## config.mk

```make
export PLATFORM = sky130hd
export DESIGN_NAME = datapath_gray_pipe
export DESIGN_NICKNAME = d
export VERILOG_FILES = /design/src/rtl/gray_pkg.sv /design/src/rtl/gray_skid_buf.sv /design/src/rtl/datapath_gray_pipe.sv
export SDC_FILE = /design/constraint.sdc
export NUM_CORES = 1
export LEC_CHECK = 0
export CAP_MARGIN = 10
export CORE_MARGIN = 4
export CORE_UTILIZATION = 45
export CTS_CLUSTER_DIAMETER = 60
export DETAILED_ROUTE_END_ITERATION = 6
export PLACE_DENSITY_LB_ADDON = 0.15
export SLEW_MARGIN = 5
export SYNTH_ARGS = -nofsm -noshare
export SYNTH_HDL_FRONTEND = slang
export SYNTH_HIERARCHICAL = 1
export SYNTH_SLANG_ARGS = --single-unit
```

## constraint.sdc

```tcl
create_clock -name i_clk -period 20.5 [get_ports i_clk]
set_clock_uncertainty 0.15 [all_clocks]
set_input_delay 4.1 -clock i_clk [delete_from_list [all_inputs] [get_ports i_clk]]
set_output_delay 4.1 -clock i_clk [all_outputs]
set_load 0.03 [all_outputs]
```

## src/rtl/gray_pkg.sv

```systemverilog
// Shared types and conversion constants for the pipelined RGB-to-gray datapath.
package gray_pkg;

  typedef enum logic [1:0] {
    GRAY_LUMA  = 2'd0,
    GRAY_AVG   = 2'd1,
    GRAY_GREEN = 2'd2,
    GRAY_MAX   = 2'd3
  } gray_mode_e;

  localparam int unsigned LUMA_R     = 77;
  localparam int unsigned LUMA_G     = 150;
  localparam int unsigned LUMA_B     = 29;
  localparam int unsigned LUMA_ROUND = 128;
  localparam int unsigned LUMA_SHIFT = 8;

  localparam int unsigned AVG_MUL    = 171;
  localparam int unsigned AVG_ROUND  = 256;
  localparam int unsigned AVG_SHIFT  = 9;

endpackage

```

## src/rtl/gray_skid_buf.sv

```systemverilog
// Two-entry valid/busy skid buffer with a registered busy towards the source.
module gray_skid_buf #(
  parameter int unsigned W = 8
) (
  input  logic         clk,
  input  logic         rst_n,
  input  logic         in_valid,
  input  logic [W-1:0] in_data,
  output logic         in_busy,
  output logic         out_valid_c,
  output logic [W-1:0] out_data,
  input  logic         out_busy
);

  logic [1:0]   cnt_q, cnt_d;
  logic [W-1:0] head_q, head_d;
  logic [W-1:0] tail_q, tail_d;
  logic         busy_q, busy_d;
  logic         push_c, pop_c;

  // Second entry catches the word accepted in the cycle a stall begins.
  always_comb begin
    head_d = head_q;
    tail_d = tail_q;
    cnt_d  = cnt_q;
    push_c = in_valid && !busy_q;
    pop_c  = (cnt_q != 2'd0) && !out_busy;
    case ({push_c, pop_c})
      2'b10: begin
        if (cnt_q == 2'd0) head_d = in_data;
        else               tail_d = in_data;
        cnt_d = cnt_q + 2'd1;
      end
      2'b01: begin
        head_d = tail_q;
        cnt_d  = cnt_q - 2'd1;
      end
      2'b11: begin
        if (cnt_q == 2'd1) begin
          head_d = in_data;
        end else begin
          head_d = tail_q;
          tail_d = in_data;
        end
      end
      default: ;
    endcase
    busy_d = (cnt_d == 2'd2) || ((cnt_d == 2'd1) && out_busy);
  end

  always_ff @(posedge clk or negedge rst_n) begin
    if (!rst_n) begin
      cnt_q  <= 2'd0;
      head_q <= '0;
      tail_q <= '0;
      busy_q <= 1'b0;
    end else begin
      cnt_q  <= cnt_d;
      head_q <= head_d;
      tail_q <= tail_d;
      busy_q <= busy_d;
    end
  end

  assign in_busy     = busy_q;
  assign out_valid_c = (cnt_q != 2'd0);
  assign out_data    = head_q;

endmodule

```

## src/rtl/datapath_gray_pipe.sv

```systemverilog
// Pipelined {R,G,B} to gray converter with per-frame mode, backpressure and
// frame-length checking: skid buffer -> S1 operands -> S2 arithmetic -> S3 output.
module datapath_gray_pipe
  import gray_pkg::*;
#(
  parameter int unsigned CW        = 8,
  parameter int unsigned FRAME_PIX = 16,
  parameter int unsigned CNT_W     = 16
) (
  input  logic              i_clk,
  input  logic              i_rst_n,
  input  logic [3*CW-1:0]   data_in,
  input  logic              valid_in,
  input  logic              sof_in,
  input  logic [1:0]        i_mode,
  output logic              busy_out,
  output logic [CW-1:0]     data_out,
  output logic              valid_out,
  output logic              sof_out,
  input  logic              busy_in,
  output logic              o_frame_err,
  output logic [CNT_W-1:0]  o_pix_cnt
);

  localparam int unsigned PIX_W  = 3 * CW;
  localparam int unsigned SUM_W  = CW + 10;
  localparam int unsigned SKID_W = 2 + 1 + PIX_W;

  typedef struct packed {
    gray_mode_e       mode;
    logic             sof;
    logic [PIX_W-1:0] pix;
  } pix_word_t;

  // Front end
  gray_mode_e       mode_q, mode_d;
  logic             in_frame_q, in_frame_d;
  logic [CNT_W-1:0] cnt_q, cnt_d;
  logic             err_q, err_d;
  logic             in_xfer_c, push_c;
  pix_word_t        push_word_c;

  // Skid buffer
  logic             skid_busy, skid_valid_c;
  pix_word_t        skid_word;

  // Pipeline stages
  logic             s1_v_q, s1_v_d;
  pix_word_t        s1_w_q, s1_w_d;
  logic             s2_v_q, s2_v_d;
  logic             s2_sof_q, s2_sof_d;
  logic [SUM_W-1:0] s2_val_q, s2_val_d;
  logic             s3_v_q, s3_v_d;
  logic             s3_sof_q, s3_sof_d;
  logic [CW-1:0]    s3_data_q, s3_data_d;
  logic             s1_ld_c, s2_ld_c, s3_ld_c;

  logic [SUM_W-1:0] r_c, g_c, b_c, luma_c, avg_c, max_c, gray_c;

  // Mode latch, pre-SOF discard and frame-length bookkeeping.
  always_comb begin
    mode_d      = mode_q;
    in_frame_d  = in_frame_q;
    cnt_d       = cnt_q;
    err_d       = 1'b0;
    push_c      = 1'b0;
    in_xfer_c   = valid_in && !skid_busy;
    push_word_c = '{mode: mode_q, sof: sof_in, pix: data_in};
    if (in_xfer_c && sof_in) begin
      mode_d           = gray_mode_e'(i_mode);
      push_word_c.mode = gray_mode_e'(i_mode);
      in_frame_d       = 1'b1;
      cnt_d            = CNT_W'(1);
      push_c           = 1'b1;
      err_d            = in_frame_q && (FRAME_PIX != 0) && (cnt_q != CNT_W'(FRAME_PIX));
    end else if (in_xfer_c && in_frame_q) begin
      push_c = 1'b1;
      if (cnt_q != '1) cnt_d = cnt_q + CNT_W'(1);
    end
  end

  always_ff @(posedge i_clk or negedge i_rst_n) begin
    if (!i_rst_n) begin
      mode_q     <= GRAY_LUMA;
      in_frame_q <= 1'b0;
      cnt_q      <= '0;
      err_q      <= 1'b0;
    end else begin
      mode_q     <= mode_d;
      in_frame_q <= in_frame_d;
      cnt_q      <= cnt_d;
      err_q      <= err_d;
    end
  end

  gray_skid_buf #(.W(SKID_W)) u_skid (
    .clk         (i_clk),
    .rst_n       (i_rst_n),
    .in_valid    (push_c),
    .in_data     (push_word_c),
    .in_busy     (skid_busy),
    .out_valid_c (skid_valid_c),
    .out_data    (skid_word),
    .out_busy    (!s1_ld_c)
  );

  // S2 arithmetic, widened so no intermediate can overflow.
  always_comb begin
    r_c    = SUM_W'(s1_w_q.pix[PIX_W-1 -: CW]);
    g_c    = SUM_W'(s1_w_q.pix[2*CW-1 -: CW]);
    b_c    = SUM_W'(s1_w_q.pix[CW-1:0]);
    luma_c = (r_c * SUM_W'(LUMA_R) + g_c * SUM_W'(LUMA_G) + b_c * SUM_W'(LUMA_B)
              + SUM_W'(LUMA_ROUND)) >> LUMA_SHIFT;
    avg_c  = ((r_c + g_c + b_c) * SUM_W'(AVG_MUL) + SUM_W'(AVG_ROUND)) >> AVG_SHIFT;
    max_c  = r_c;
    if (g_c > max_c) max_c = g_c;
    if (b_c > max_c) max_c = b_c;
    case (s1_w_q.mode)
      GRAY_LUMA:  gray_c = luma_c;
      GRAY_AVG:   gray_c = avg_c;
      GRAY_GREEN: gray_c = g_c;
      default:    gray_c = max_c;
    endcase
  end

  // Each stage loads when it is empty or its successor is moving on.
  always_comb begin
    s3_ld_c   = !s3_v_q || !busy_in;
    s2_ld_c   = !s2_v_q || s3_ld_c;
    s1_ld_c   = !s1_v_q || s2_ld_c;
    s1_v_d    = s1_v_q;
    s1_w_d    = s1_w_q;
    s2_v_d    = s2_v_q;
    s2_sof_d  = s2_sof_q;
    s2_val_d  = s2_val_q;
    s3_v_d    = s3_v_q;
    s3_sof_d  = s3_sof_q;
    s3_data_d = s3_data_q;
    if (s1_ld_c) begin
      s1_v_d = skid_valid_c;
      s1_w_d = skid_word;
    end
    if (s2_ld_c) begin
      s2_v_d   = s1_v_q;
      s2_sof_d = s1_w_q.sof;
      s2_val_d = gray_c;
    end
    if (s3_ld_c) begin
      s3_v_d    = s2_v_q;
      s3_sof_d  = s2_sof_q;
      s3_data_d = (s2_val_q > SUM_W'({CW{1'b1}})) ? {CW{1'b1}} : s2_val_q[CW-1:0];
    end
  end

  always_ff @(posedge i_clk or negedge i_rst_n) begin
    if (!i_rst_n) begin
      s1_v_q    <= 1'b0;
      s1_w_q    <= '0;
      s2_v_q    <= 1'b0;
      s2_sof_q  <= 1'b0;
      s2_val_q  <= '0;
      s3_v_q    <= 1'b0;
      s3_sof_q  <= 1'b0;
      s3_data_q <= '0;
    end else begin
      s1_v_q    <= s1_v_d;
      s1_w_q    <= s1_w_d;
      s2_v_q    <= s2_v_d;
      s2_sof_q  <= s2_sof_d;
      s2_val_q  <= s2_val_d;
      s3_v_q    <= s3_v_d;
      s3_sof_q  <= s3_sof_d;
      s3_data_q <= s3_data_d;
    end
  end

  assign busy_out    = skid_busy;
  assign data_out    = s3_data_q;
  assign valid_out   = s3_v_q && (s3_sof_q || !s3_sof_q);
  assign sof_out     = s3_sof_q && s3_v_q;
  assign o_frame_err = err_q;
  assign o_pix_cnt   = cnt_q;

endmodule

```

==> results.yml, run 1 <==
status:
  status: "complete, no violations"
placed_design:
  gp_congestion: 0.812
  port_buffers: 58
  dpl.cell_count: 1457
  hpwlAfterDp_um: 18700
grt:
  grt-ovfl-total: 0
  grt_pass1_vias: 8025
  grtUsageMet3_pct: 2.64
  grt_max_degree: 77
  antenna_found_initial: 0
  grt_first_pass_wirelength_um: 41400
  busiest_layer: "met2"
  grt_use_met2_pct: 29.5
  grtUsageTotal_pct: 18.1
  met1_usage_pct: 25.6
clock_network:
  cts_tree: "done"
  cts_setup_buffers: 0
  cts_htree_levels: 4
  cts_sinks: 127
  insertion_delay_ps: 410
  root_buffer: "clkbuf_16"
  numCtsBuffers: 17
  cts_hold_buf: 0
  cts_resized: 0
  cts_buffer_depth: 2
  clk_pin_slew_ps: 60
detailed_routing:
  dr.pass1.iters: 5
  drc: 0
  drt.antenna.violating_nets: 0
  postRouteWirelength_um: 23900
  vias_per_cell: 5.17
  drtIter0Drc: 341
  vias: 7702
  wl_per_cell_um: 16.0
min_path:
  hold_depth: 2
  hold_path_end: "s2_sof_q"
  min-delay-path-class: "reg -> reg"
  hold_path_startpoint: "s2_sof_q"
synth:
  synth_top_family_by_area: "adder cells"
  yosysSeqAreaShare_pct: 27.9
  synth_xor_area_share_pct: 3.23
  synth-edff-count: 0
  synthCells: 1095
  syn-num-nets: 1389
  yosys.area.top_type: "dfrtp_1"
  yosys_warnings: 6
  synth.area.mux_share_pct: 5.73
  synth_area_sq_um: 11400
  ys_top_cells_by_area: "dfrtp_1, ha_1, fa_1"
  synth_cell_types: 67
  synth_compound_area_share_pct: 12.9
  async_reset_ff_share_pct: 100
  synth_commonest_cells: "inv_1, ha_1, dfrtp_1, fa_1, nor2_1"
  yosysMostFrequentCell: "inv_1"
  synth-simple-area-share_pct: 8.49
  synth_adder_area_share_pct: 34.4
  synthFlopType: "dfrtp_1"
  syn_avg_cell_area_sq_um: 10.4
  synth_top_area_share_pct: 27.9
  ys_ff_latch: 127
worst_setup_path:
  rr_startpoint: "g_c[4]"
  arrival_ps: 7590
  critPathMaxFanout: 9
  cp.required_ps: 20650
  critPathBufInv: 4
  end_kind: "flip-flop"
  startpoint: "g_c[4]"
  reg2regPathDepth: 23
  worst-path-stages: 23
  worst_path_most_repeated_cell: "fa_1"
  rrSetupSlack_ps: 13050
  cpPeakStageDelay_ps: 650
  r2r_end: "s2_val_q[8]"
  setup.worst_path.class: "reg -> reg"
  critPathSlowestCell: "dfrtp_1"
  path_cells: "ha_1 -> ha_1 -> inv_1 -> fa_1 -> fa_1 -> inv_1 -> ha_1 -> xnor2_1 -> fa_1 -> fa_1 -> inv_1 -> fa_1 -> inv_1 -> fa_1 -> ha_1 -> ha_1 -> and4_1 -> a211o_1 -> a211oi_2 -> o21bai_1 -> a21oi_1 -> xnor2_1 -> a311o_1"
  worst_setup_path_start_kind: "flip-flop"
  critPathTopFamily: "adder cells"
sta:
  fin_crit_sh_pct: 36.3
  tns_ps: 0
  hold_slack_ps: 326
  min_period_ps: 7450
  setup_violations: 0
  max_freq_ghz: 0.134
  hold_viol: 0
  finalMaxSlewViolations: 0
  rsz0062_at_grt: "false"
  maxSlewHeadroom_pct: 36.7
  worst_pin_slew_ps: 949
layout:
  final_util_pct: 52.2
  final_net_count: 1446
  drive_gt1_share_pct: 11.7
  final_cells: 1489
  antennaDiodeCount: 0
  fillers: 2265
  areaGrowthSynthToFinish_pct: 12.6
floorplan:
  row_count: 57
  die_w_um: 167
  die-area_sq_um: 28000
  start_util_pct: 46.4
  pin_count: 59
  core_area_sq_um: 24600
  die_h_um: 167
flow_run:
  drv_cap: 0
## logic make-up (layout without fill, tap and decap cells)
| logic type | count (synthesis) | count (layout) |
|---|---|---|
| fa+ha+maj | 263 | 263 |
| buf+inv | 210 | 280 |
| simple gates | 204 | 204 |
| compound gates | 190 | 190 |
| flops | 127 | 127 |
| mux | 59 | 59 |
| xor+xnor | 42 | 42 |
## layer usage
| metal | vias to the layer above | wire (um) |
|---|---|---|
| met5 | - | 0 |
| met4 | 0 | 391 |
| met3 | 26 | 550 |
| met2 | 102 | 11100 |
| met1 | 3770 | 11800 |
| li1 | 3804 | - |
## cell usage in the layout (no fill, tap or decap), types with 4 or more instances in the layout
master and instances:
inv_1 182, ha_1 179, dfrtp_1 127, fa_1 84, nor2_1 69, nand2_1 60, clkdlybuf4s50_1 57, a21oi_1 41
mux2_2 38, o21ai_0 36, xor2_1 21, xnor2_1 21, a22oi_2 20, a21oi_2 20, mux2i_1 18, clkbuf_16 17
nand4_1 14, o21bai_1 10, nand3_1 10, a21o_1 9, nor2b_1 8, nand2b_1 8, a22oi_1 8, o22a_1 8
buf_4 8, and3_1 6, clkinv_2 6, or2_2 5, or3_1 4, a211oi_1 4
## state kept, by name (all words and copies together) (netlist names), 3 cells and up
register	flops
r_c	8
g_c	8
u_skid/out_data	27
u_skid/tail_q	27
o_pix_cnt	16
data_out	8
s1_w_q	3
s2_val_q	10
b_c	8
## layout make-up
type | count | area, sq um | area share (%)
sequential | 127 | 3180 | 24.8
timing repair buffer | 65 | 631 | 4.91
inverter | 183 | 687 | 5.35
tap | 324 | 405 | 3.16
multi-input combinational | 758 | 7380 | 57.5
clock buffer | 18 | 439 | 3.42
clock inverter | 14 | 118 | 0.916
## metrics by stage
stage               setup slack (ps)  area, sq um
floorplan                      13550        11400
global placement               12880        12300
detailed placement             12780        12300
CTS                            13020        12800
global route                   12610        12800
finish                         13050        12800
## worst max path at each step
stage | to | slack (ps)
global route | s2_val_q[8] | 12610
floorplan | s2_val_q[8] | 13550
finish | s2_val_q[8] | 13050
global placement | u_skid/tail_q[17] | 12880
CTS | s2_val_q[8] | 13020
detailed placement | u_skid/tail_q[5] | 12780
## worst reg2reg max path: stages (launching register included)
cell and delay (ps):
dfrtp_1 650, ha_1 330, ha_1 270, inv_1 50
fa_1 490, fa_1 510, inv_1 40, ha_1 330
xnor2_1 220, fa_1 470, fa_1 510, inv_1 40
fa_1 470, inv_1 50, fa_1 470, ha_1 300
ha_1 360, and4_1 180, a211o_1 380, a211oi_2 340
o21bai_1 100, a21oi_1 220, xnor2_1 100, a311o_1 300
Power of run 1 is left out: the tool's default activity adds up to more than one toggle a clock period on the data nets, which glitch-free logic cannot reach.
==> run 2: changes to the inputs <==
==> constraint.sdc (replaced) <==
create_clock -name i_clk -period 7.4 [get_ports i_clk]
set_clock_uncertainty 0.15 [all_clocks]
set_input_delay 1.48 -clock i_clk [delete_from_list [all_inputs] [get_ports i_clk]]
set_output_delay 1.48 -clock i_clk [all_outputs]
set_load 0.03 [all_outputs]
==> run 2 against run 1 <==
Net effect:
- critical endpoint unchanged
- critical path depth did not move
- sequential share of layout area fell by 0.53 points
- register-to-register slack got worse by 13000 ps
- first-iteration DRC count rose by 6.5%
- wire length rose by 5.9%
- cell count rose by 1.5%
- non-clock buffer count rose by 23
- hold slack got worse by 21 ps
==> results.yml, run 2 (synthesis results as in run 1) <==
layout:
  layout_common_cells: "inv_1, ha_1, dfrtp_1"
  layout_commonest_cell: "inv_1"
  final_net_count: 1469
  areaGrowthSynthToFinish_pct: 15.0
  fillers: 2274
  antennaDiodeCount: 0
  drive_gt1_share_pct: 14.3
floorplan:
  row_count: 57
  pin_count: 59
  die_w_um: 167
  die-area_sq_um: 28000
  die_h_um: 167
  start_util_pct: 46.4
  core_area_sq_um: 24600
detailed_routing:
  vias_per_cell: 5.18
  drt.antenna.violating_nets: 0
  wl_per_cell_um: 16.7
  dr.pass1.iters: 6
  vias: 7825
  drc: 0
  drtIter0Drc: 363
  postRouteWirelength_um: 25300
placed_design:
  gp_congestion: 0.841
  hpwlAfterDp_um: 20200
  port_buffers: 58
sta:
  rsz0062_at_grt: "false"
  tns_ps: 0
  finalMaxSlewViolations: 0
  max_freq_ghz: 0.142
  hold_viol: 0
  fin_crit_sh_pct: 95.2
  maxSlewHeadroom_pct: 37.4
  setup_violations: 0
  min_period_ps: 7040
  worst_pin_slew_ps: 939
grt:
  grt_first_pass_wirelength_um: 43300
  grt-ovfl-total: 0
  grt_max_degree: 74
  grtUsageTotal_pct: 19.0
  antenna_found_initial: 0
  grt_pass1_vias: 8329
worst_setup_path:
  critPathSlowestCell: "fa_1"
  cpPeakStageDelay_ps: 510
  critPathBufInv: 4
  cp.required_ps: 7540
  worst_setup_path_start_kind: "flip-flop"
  path_cells: "ha_1 -> ha_1 -> inv_1 -> fa_1 -> fa_1 -> inv_1 -> ha_2 -> xnor2_2 -> fa_1 -> fa_1 -> inv_1 -> fa_1 -> inv_1 -> fa_1 -> ha_1 -> ha_4 -> and4_1 -> a211o_2 -> a211oi_4 -> o21bai_1 -> a21oi_2 -> xnor2_1 -> a311o_1"
  end_kind: "flip-flop"
  critPathTopFamily: "adder cells"
  critPathMaxFanout: 5
  arrival_ps: 7190
  worst_path_most_repeated_cell: "fa_1"
  setup.worst_path.class: "reg -> reg"
clock_network:
  clk_pin_slew_ps: 60
  insertion_delay_ps: 410
  cts_tree: "done"
  cts_buffer_depth: 2
  cts_htree_levels: 4
  numCtsBuffers: 17
  root_buffer: "clkbuf_16"
  cts_hold_buf: 0
  cts_sinks: 127
status:
  status: "complete, no violations"
flow_run:
  drv_cap: 0
min_path:
  min-delay-path-class: "reg -> reg"
-- run 2: cell count changes in the layout (fill, tap and decap cells not counted), sizes merged --
cell and change:
inv -2, clkinv -3, bufinv +1, buf +23, clkbuf +4
-- run 2: timing repair --
action,in CTS,in global routing
resized for setup,0,14
buffers inserted,0,1
endpoints found under the setup margin,0,2
hold endpoints to repair,0,0
-- run 2: worst reg2reg max path: cells and delay by family, from the launching register on --
kind	cells	cell delay (ps)
AND/OR/NAND/NOR	1	150
buffers and inverters	4	200
flip-flops	1	400
XOR/XNOR	2	210
AO/OA/AOI/OAI	5	1330
adder cells (fa/ha/maj)	11	4480
-- run 2: area by class of cell --
cell class                 instances  area [sq um]  share of cell area [%]
timing repair buffer              88           803                    6.12
clock buffer                      22           474                    3.62
sequential                       127          3180                    24.2
clock inverter                    10           111                   0.849
tap                              324           405                    3.09
inverter                         183           687                    5.24
multi-input combinational        758          7460                    56.8
-- run 2: worst paths after layout --
check                         from                 end  slack, ps  cells past startpoint
max reg2reg                 g_c[4]         s2_val_q[8]        360                     23
max in group asynchronous  i_rst_n  u_skid/out_data[7]       4760                      2
min                         s1_v_q              s2_v_q        310                      1
min in group asynchronous  i_rst_n        o_pix_cnt[1]       1060                      1
min reg2reg                 s1_v_q              s2_v_q        310                      1
max                         g_c[4]         s2_val_q[8]        360                     23
-- run 2: metrics by stage --
| step | utilization [%] | instance area [sq um] | std cells | setup slack [ps] | hold WS, ps |
|---|---|---|---|---|---|
| floorplan | - | 11400 | 1095 | 448 | 283 |
| global placement | 50.6 | 12400 | 1479 | 313 | 302 |
| detailed placement | 50.6 | 12400 | 1479 | 194 | 295 |
| CTS | 53.0 | 13000 | 1511 | 173 | 308 |
| global route | 53.3 | 13100 | 1512 | 16.2 | 334 |
| finish | 53.3 | 13100 | 1512 | 358 | 305 |
-- run 2: layer usage --
metal,up-vias,track usage [%],wire [um]
met5,-,0,0
met3,45,3.11,865
met1,3792,26.0,11900
li1,3857,-,-
met4,0,6.81,778
met2,131,30.9,11700
Power of run 2 is left out for the same reason.
==> run 3: changes to the inputs <==
--- a/config.mk
+++ b/config.mk
@@ -11,7 +11,7 @@
 export CTS_CLUSTER_DIAMETER = 60
 export DETAILED_ROUTE_END_ITERATION = 6
 export PLACE_DENSITY_LB_ADDON = 0.15
-export SLEW_MARGIN = 5
+export SLEW_MARGIN = 30
 export SYNTH_ARGS = -nofsm -noshare
 export SYNTH_HDL_FRONTEND = slang
 export SYNTH_HIERARCHICAL = 1
==> run 3 against run 2 <==
Net effect:
- sequential share of layout area about the same
- first-iteration DRC count is the same
- register-to-register slack hardly changed
- critical path depth is the same
- setup slack about the same
- die area is the same
- wire length stayed put
- design area about the same
- via count hardly changed
- global-route usage stayed put
- sequential cell count unchanged
- critical path type unchanged
- highest routed layer unchanged
==> results.yml, run 3 (synthesis results as in run 1) <==
status:
  status: "complete, no violations"
layout:
  layout_commonest_cell: "inv_1"
  fillers: 2273
  final_net_count: 1469
  areaGrowthSynthToFinish_pct: 15.0
  drive_gt1_share_pct: 14.3
  layout_common_cells: "inv_1, ha_1, dfrtp_1"
  antennaDiodeCount: 0
  final_cells: 1512
detailed_routing:
  drc: 0
  drt.antenna.violating_nets: 0
  drtIter0Drc: 363
  vias: 7824
  postRouteWirelength_um: 25300
  dr.pass1.iters: 6
  wl_per_cell_um: 16.7
  vias_per_cell: 5.17
worst_setup_path:
  path_cells: "ha_1 -> ha_1 -> inv_1 -> fa_1 -> fa_1 -> inv_1 -> ha_2 -> xnor2_2 -> fa_1 -> fa_1 -> inv_1 -> fa_1 -> inv_1 -> fa_1 -> ha_1 -> ha_4 -> and4_1 -> a211o_2 -> a211oi_4 -> o21bai_1 -> a21oi_2 -> xnor2_1 -> a311o_1"
  worst_path_most_repeated_cell: "fa_1"
  critPathTopFamily: "adder cells"
  setup.worst_path.class: "reg -> reg"
  arrival_ps: 7190
  critPathSlowestCell: "fa_1"
  cpPeakStageDelay_ps: 510
  critPathMaxFanout: 5
  rrSetupSlack_ps: 360
  reg2regPathDepth: 23
  worst_setup_path_start_kind: "flip-flop"
  cp.required_ps: 7540
  critPathBufInv: 4
  end_kind: "flip-flop"
  worst-path-stages: 23
grt:
  grt_first_pass_wirelength_um: 43300
  antenna_found_initial: 0
  grtUsageTotal_pct: 19.0
  grt_pass1_vias: 8329
  grt_max_degree: 74
  grt-ovfl-total: 0
clock_network:
  root_buffer: "clkbuf_16"
  cts_buffer_depth: 2
  clk_pin_slew_ps: 60
  insertion_delay_ps: 410
  cts_htree_levels: 4
  cts_sinks: 127
  cts_tree: "done"
  numCtsBuffers: 17
  cts_hold_buf: 0
placed_design:
  pre_cts_slack_ps: 194
  hpwlAfterDp_um: 20200
  gp_congestion: 0.841
  dpl.cell_count: 1479
  port_buffers: 58
floorplan:
  die_h_um: 167
  start_util_pct: 46.4
  die-area_sq_um: 28000
  pin_count: 59
  die_w_um: 167
  row_count: 57
  core_area_sq_um: 24600
sta:
  hold_viol: 0
  max_freq_ghz: 0.142
  hold_slack_ps: 305
  worst_pin_slew_ps: 882
  fin_crit_sh_pct: 95.2
  setup_slack_ps: 358
  maxSlewHeadroom_pct: 41.0
  rsz0062_at_grt: "false"
  setup_violations: 0
  min_period_ps: 7040
  finalMaxSlewViolations: 0
  tns_ps: 0
min_path:
  min-delay-path-class: "reg -> reg"
  hold_depth: 1
flow_run:
  drv_cap: 0
## run 3: cell count changes in the layout (fill, tap and decap cells not counted)
| cell | previous run | this run |
|---|---|---|
| buf_4 | 31 | 30 |
| buf_6 | 0 | 1 |
## run 3: path summary, 6_finish.rpt
check,start,end
worst max-delay path,g_c[4],s2_val_q[8]
worst min-delay path,s1_v_q,s2_v_q
worst max register to register,g_c[4],s2_val_q[8]
worst min register to register,s1_v_q,s2_v_q
max in group asynchronous,i_rst_n,u_skid/out_data[7]
min in group asynchronous,i_rst_n,o_pix_cnt[1]
## run 3: what timing repair did
action	CTS	global route
gates resized for setup	0	14
setup endpoints to repair	0	2
setup buffers	0	1
## run 3: cell type report
cell class / instances / area, sq um / area share, %
clock buffer: 22 / 474 / 3.61
inverter: 183 / 687 / 5.24
clock inverter: 10 / 111 / 0.849
sequential: 127 / 3180 / 24.2
multi-input combinational: 758 / 7460 / 56.8
tap: 324 / 405 / 3.09
timing repair buffer: 88 / 807 / 6.15
## run 3: stage by stage
stage | instance area [sq um] | util [%]
final | 13100 | 53.3
after global routing | 13100 | 53.3
after CTS | 13000 | 53.0
after detailed placement | 12400 | 50.6
after global placement | 12400 | 50.6
after floorplan | 11400 | -
## run 3: metal layers
layer / global-route usage [%] / vias up / wire, um
met1: 26.0 / 3791 / 11900
met4: 6.81 / 0 / 778
met5: 0 / - / 0
met3: 3.11 / 45 / 865
met2: 30.9 / 131 / 11700
li1: - / 3857 / -
Power of run 3 is left out for the same reason.
